File: config.mk
export PLATFORM = sky130hd
export DESIGN_NAME = video_grayscale_stage_flat
export DESIGN_NICKNAME = d
export VERILOG_FILES = /design/src/rtl/video_grayscale_stage_if.sv /design/src/rtl/video_grayscale_stage.sv /design/src/flat_wrapper.sv
export SDC_FILE = /design/constraint.sdc
export NUM_CORES = 1
export LEC_CHECK = 0
export BUFFER_PORTS_ARGS = -buffer_cell sky130_fd_sc_hd__buf_2
export CORE_UTILIZATION = 30
export CTS_CLUSTER_DIAMETER = 150
export CTS_CLUSTER_SIZE = 10
export DETAILED_ROUTE_END_ITERATION = 16
export HOLD_SLACK_MARGIN = 0.03
export PLACE_DENSITY_LB_ADDON = 0.12
export SLEW_MARGIN = 5
export SYNTH_ARGS = -nofsm -noshare
export SYNTH_HDL_FRONTEND = slang
export SYNTH_SLANG_ARGS = --single-unit
File: constraint.sdc
create_clock -name clk -period 3.6 [get_ports clk]
set_input_delay 0.36 -clock clk [delete_from_list [all_inputs] [get_ports clk]]
set_output_delay 0.36 -clock clk [all_outputs]
set_load 0.02 [all_outputs]
File: src/rtl/video_grayscale_stage_if.sv
// Display-mode type shared with the display-mode bridge, and the video timing/pixel
// bundle used on both sides of the grayscale stage.
package pocket;
  typedef enum logic [1:0] {
    DmNormal = 2'd0,
    DmLcd    = 2'd1,
    DmCrt    = 2'd2,
    DmCustom = 2'd3
  } display_mode_e;
endpackage

interface video_grayscale_stage_if;
  logic        vs;
  logic        hs;
  logic        de;
  logic        skip;
  logic [23:0] rgb;

  modport master (output vs, hs, de, skip, rgb);
  modport slave  (input  vs, hs, de, skip, rgb);
endinterface

File: src/rtl/video_grayscale_stage.sv
// Three-stage RGB-to-luma pipeline with a frame-latched grayscale enable; timing and
// control words pass through with the same fixed latency.
module video_grayscale_stage #(
  parameter int unsigned LATENCY = 3,
  parameter bit          ROUND   = 1'b1
) (
  input  logic                    clk,
  input  logic                    reset,
  input  pocket::display_mode_e   display_mode,
  input  logic                    grayscale,
  video_grayscale_stage_if.slave  vid_in,
  video_grayscale_stage_if.master vid_out,
  output pocket::display_mode_e   frame_display_mode,
  output logic                    frame_grayscale,
  output logic                    mode_pending
);

  if (LATENCY != 3) begin : g_latency_check
    $error("video_grayscale_stage: only LATENCY=3 is supported");
  end

  logic                  prev_vs_q;
  logic                  frame_gray_q;
  pocket::display_mode_e frame_dm_q;
  logic                  frame_start;
  logic                  gray_eff;

  // Timing vectors are packed as {vs, hs, de, skip}.
  logic [3:0]  s1_tim_q, s2_tim_q, out_tim_q;
  logic [23:0] s1_rgb_q, s2_rgb_q, out_rgb_q;
  logic        s1_gray_q, s2_gray_q;
  logic [15:0] pr_d, pg_d, pb_d, sum_d;
  logic [15:0] pr_q, pg_q, pb_q, sum_q;
  logic [7:0]  luma;
  logic [23:0] out_rgb_d;

  always_comb begin
    frame_start = vid_in.vs & ~prev_vs_q;
    // A mode change coinciding with the vs rise already applies to this pixel.
    gray_eff    = frame_start ? grayscale : frame_gray_q;
    pr_d        = 16'd77  * {8'd0, vid_in.rgb[23:16]};
    pg_d        = 16'd150 * {8'd0, vid_in.rgb[15:8]};
    pb_d        = 16'd29  * {8'd0, vid_in.rgb[7:0]};
    sum_d       = pr_q + pg_q + pb_q + (ROUND ? 16'd128 : 16'd0);
    luma        = 8'(sum_q >> 8);
    out_rgb_d   = (s2_tim_q[1] && s2_gray_q) ? {3{luma}} : s2_rgb_q;
  end

  always_ff @(posedge clk) begin
    if (reset) begin
      prev_vs_q    <= 1'b0;
      frame_gray_q <= 1'b0;
      frame_dm_q   <= pocket::DmNormal;
      s1_tim_q     <= '0;
      s1_rgb_q     <= '0;
      s1_gray_q    <= 1'b0;
      pr_q         <= '0;
      pg_q         <= '0;
      pb_q         <= '0;
      s2_tim_q     <= '0;
      s2_rgb_q     <= '0;
      s2_gray_q    <= 1'b0;
      sum_q        <= '0;
      out_tim_q    <= '0;
      out_rgb_q    <= '0;
    end else begin
      prev_vs_q <= vid_in.vs;
      if (frame_start) begin
        frame_gray_q <= grayscale;
        frame_dm_q   <= display_mode;
      end
      s1_tim_q  <= {vid_in.vs, vid_in.hs, vid_in.de, vid_in.skip};
      s1_rgb_q  <= vid_in.rgb;
      s1_gray_q <= gray_eff;
      pr_q      <= pr_d;
      pg_q      <= pg_d;
      pb_q      <= pb_d;
      s2_tim_q  <= s1_tim_q;
      s2_rgb_q  <= s1_rgb_q;
      s2_gray_q <= s1_gray_q;
      sum_q     <= sum_d;
      out_tim_q <= s2_tim_q;
      out_rgb_q <= out_rgb_d;
    end
  end

  assign vid_out.vs   = out_tim_q[3];
  assign vid_out.hs   = out_tim_q[2];
  assign vid_out.de   = out_tim_q[1];
  assign vid_out.skip = out_tim_q[0];
  assign vid_out.rgb  = out_rgb_q;

  assign frame_display_mode = frame_dm_q;
  assign frame_grayscale    = frame_gray_q;
  assign mode_pending       = (grayscale != frame_gray_q) || (display_mode != frame_dm_q);

endmodule

File: src/flat_wrapper.sv
// flat-port wrapper written by rule: the top's interface ports become plain ports
module video_grayscale_stage_flat 
#(
  parameter int unsigned LATENCY = 3,
  parameter bit          ROUND   = 1'b1
)
  (clk, reset, display_mode, grayscale, frame_display_mode, frame_grayscale, mode_pending, vid_in_vs, vid_in_hs, vid_in_de, vid_in_skip, vid_in_rgb, vid_out_vs, vid_out_hs, vid_out_de, vid_out_skip, vid_out_rgb);
  video_grayscale_stage_if vid_in_i ();
  video_grayscale_stage_if vid_out_i ();
  input  logic clk;
  input  logic reset;
  input  pocket::display_mode_e display_mode;
  input  logic grayscale;
  output pocket::display_mode_e frame_display_mode;
  output logic frame_grayscale;
  output logic mode_pending;
  input wire logic [$bits(vid_in_i.vs)-1:0] vid_in_vs;
  input wire logic [$bits(vid_in_i.hs)-1:0] vid_in_hs;
  input wire logic [$bits(vid_in_i.de)-1:0] vid_in_de;
  input wire logic [$bits(vid_in_i.skip)-1:0] vid_in_skip;
  input wire logic [$bits(vid_in_i.rgb)-1:0] vid_in_rgb;
  output wire logic [$bits(vid_out_i.vs)-1:0] vid_out_vs;
  output wire logic [$bits(vid_out_i.hs)-1:0] vid_out_hs;
  output wire logic [$bits(vid_out_i.de)-1:0] vid_out_de;
  output wire logic [$bits(vid_out_i.skip)-1:0] vid_out_skip;
  output wire logic [$bits(vid_out_i.rgb)-1:0] vid_out_rgb;
  assign vid_in_i.vs = vid_in_vs;
  assign vid_in_i.hs = vid_in_hs;
  assign vid_in_i.de = vid_in_de;
  assign vid_in_i.skip = vid_in_skip;
  assign vid_in_i.rgb = vid_in_rgb;
  assign vid_out_vs = vid_out_i.vs;
  assign vid_out_hs = vid_out_i.hs;
  assign vid_out_de = vid_out_i.de;
  assign vid_out_skip = vid_out_i.skip;
  assign vid_out_rgb = vid_out_i.rgb;
  video_grayscale_stage #(.LATENCY(LATENCY), .ROUND(ROUND)) u_core (.clk(clk), .reset(reset), .display_mode(display_mode), .grayscale(grayscale), .vid_in(vid_in_i), .vid_out(vid_out_i), .frame_display_mode(frame_display_mode), .frame_grayscale(frame_grayscale), .mode_pending(mode_pending));
endmodule
==> results.toml <==
[status]
status = "completed"

[cts]
clkLatencyLatePin_ns = 0.41
clock_sinks = 134
cts_resized = 0
numCtsBuffers = 17
path_clk_slew_ns = 0.06
root_buffer = "clkbuf_16"
post_cts_buffers = 0
holdBufCountCts = 0
htreeDepth = 4
cts_tree = "built"
clk_path_buf_depth = 2

[sta]
hold_slack_ns = 0.154
skew_ns = 0.00881
period_share_pct = 86.8
tightestPinTransition_ns = 0.776
rsz0062_at_grt = "false"
period_needed_ns = 3.13
hold_violations = 0
tns_ns = 0
slew_violations = 0
max_freq_mhz = 320
finalSetupViolCount = 0
slew_headroom_pct = 48.2

[routing]
drtAntennaViolNets = 0
vias = 4805
drt_first_pass_iters = 4
first_iter_violations = 125
post_drt_wl_per_cell_um = 12.3
drc = 0
wl_um = 14400
vias_per_cell = 4.09

[worst_setup_path]
arrival_ns = 3.43
path_buf_inv = 3
slowest_delay_ns = 0.52
cp_slowest_cell = "fa_1"
cp-start-kind = "primary input"
crit_chain = "buf_2 -> ha_1 -> ha_1 -> inv_1 -> fa_1 -> fa_1 -> inv_1 -> ha_1 -> o21ai_1 -> nand2b_1 -> a21oi_1 -> a311oi_1 -> o31a_1 -> nor3_1 -> nor3b_2"
worstPathRequired_ns = 3.90
endpoint_kind = "flop"
crit_type = "primary input to flop"
crit_top_cell = "ha_1"
crit_fanout = 2
critPathTopFamily = "adder cells"

[yosys]
synth.avg_cell_area_sq_um = 9.78
synth_compound_area_share_pct = 7.84
synth.distinct_cells = 39
ys_seq_area_share_pct = 36.3
ys.flop_type = "dfxtp_1"
synth_top_family_by_area = "adder cells"
synth_area_sq_mm = 0.00739
syn_inst = 756
synthXorXnorAreaFrac_pct = 3.67
yosysWarningCount = 0
synth_nets = 952
yosys.area.top_type = "dfxtp_1"
synth-seq-cells = 134
async_reset_ff_share_pct = 0
synth_area_leaders = "dfxtp_1 (36%), ha_1 (21%), fa_1 (10%)"
synth_adder_area_share_pct = 31.4
yosys.area_share.simple_pct = 13.5
synth_edf_count = 0
muxShareOfSynthArea_pct = 0.406
synth_top_area_share_pct = 36.3

[layout]
nNetsFinal = 1034
seqCellArea_sq_mm = 0.00268
fillers = 2521
n_antenna_cell = 0
area_growth_pct = 18.5
multiInputGateArea_sq_mm = 0.00420
drive_gt1_share_pct = 14.3
final_cells = 1175
utilization_pct = 36.1

[power_and_ir_drop]
ir_drop_v = 0.000356
p_leak_uw = 0.00434
p_per_area_mw_per_mm2 = 644

[placed_design]
port_buffers = 64
gp_congestion = 0.759
dp_cells = 1143
hpwl_um = 11600

[die]
core_sq_mm = 0.0242
die_h_um = 159
die_x_um = 159
io_pins = 65
die-area_sq_mm = 0.0253
start_util_pct = 30.5
rows = 57

[global_route]
grt_pass1_vias = 4840
track_usage_pct = 12.2
grt_pass1_wl_um = 24300
grt_max_degree = 75
grt_overflow = 0
antenna_found_initial = 0

[min_path]
hp-class = "primary input to flop"

[run]
cap_violations = 0
## cell type report
cell class | count | share of cell area [%]
multi-input combinational | 486 | 48.0
sequential | 134 | 30.6
inverter | 119 | 5.10
timing repair buffer | 80 | 5.06
clock buffer | 17 | 4.86
tap | 324 | 4.63
clock inverter | 15 | 1.79
## through the flow
step	area, sq um	power [uW]	setup WS (ns)
6_report	8760	5640	0.475
5_1_grt	8760	6140	0.289
4_1_cts	8760	5740	0.464
3_5_place_dp	8180	4000	0.0227
3_3_place_gp	8180	4020	0.0408
2_1_floorplan	7390	3500	0.266
## flip-flops by register name, summed over array words and instances, names as in the netlist, 4 cells and up
register	cells
u_core.s1_rgb_q	19
u_core.sum_q	8
u_core.s1_tim_q	4
u_core.pb_q	13
u_core.s2_tim_q	4
u_core.pg_q	15
u_core.vid_out.rgb	24
u_core.s2_rgb_q	24
u_core.out_tim_q	4
u_core.pr_q	15
## cells by family after synthesis
kind of cell	Yosys count
AND/OR/NAND/NOR	196
adder cells (fa/ha/maj)	163
buffers and inverters	136
flip-flops	134
AO/OA/AOI/OAI	93
XOR/XNOR	31
multiplexers	3
## cells in the mapped netlist (all sizes together), types with 2 or more instances
cell type,n
dfxtp,134
ha,125
inv,119
nor2,80
nor2b,66
a21oi,45
fa,38
xor2,18
o21ai,17
nor3,14
xnor2,13
clkbuf,12
a21o,9
nand2,9
and3,8
nand2b,7
nand3,6
a211oi,5
buf,5
o21a,4
mux2i,3
nor3b,3
a21boi,2
a311oi,2
a31oi,2
o22ai,2
or3,2
## final timing paths
| kind | startpoint | end | slack [ns] | cells after the start |
|---|---|---|---|---|
| setup / recovery | vid_in_rgb[12] | u_core.pg_q[14]$_SDFF_PP0_ | 0.47 | 15 |
| setup reg to reg | u_core.pb_q[3]$_SDFF_PP0_ | u_core.sum_q[15]$_SDFF_PP0_ | 0.73 | 12 |
| hold / removal | vid_in_de | u_core.s1_tim_q[1]$_SDFF_PP0_ | 0.15 | 2 |
| hold reg to reg | u_core.s1_tim_q[1]$_SDFF_PP0_ | u_core.s2_tim_q[1]$_SDFF_PP0_ | 0.43 | 1 |
## layout by cell type (no fill, tap or decap), types with 18 or more instances in the layout
cell type	netlist	layout
xor2_1	18	18
buf_2	0	63
fa_1	38	38
nor2b_1	66	66
inv_1	119	119
dfxtp_1	134	134
nor2_1	80	80
a21oi_1	42	42
ha_1	125	125
## report_power, final
part / total, uW / internal (uW) / leakage [uW] / switching [uW]
clock network: 1700 / 979 / 0.000278 / 721
logic: 2180 / 969 / 0.00296 / 1210
registers: 1760 / 1690 / 0.00111 / 69.0
## layer usage
metal	share of wire [%]	global-route usage, %	routed length (um)	up-vias
li1	-	-	-	2595
met1	53	17.2	7600	2126
met2	43	18.7	6240	67
met3	2.7	2.21	397	17
met4	1.4	4.33	206	0
met5	0	0	0	-
No activity file was read; power rests on OpenSTA's default activity.
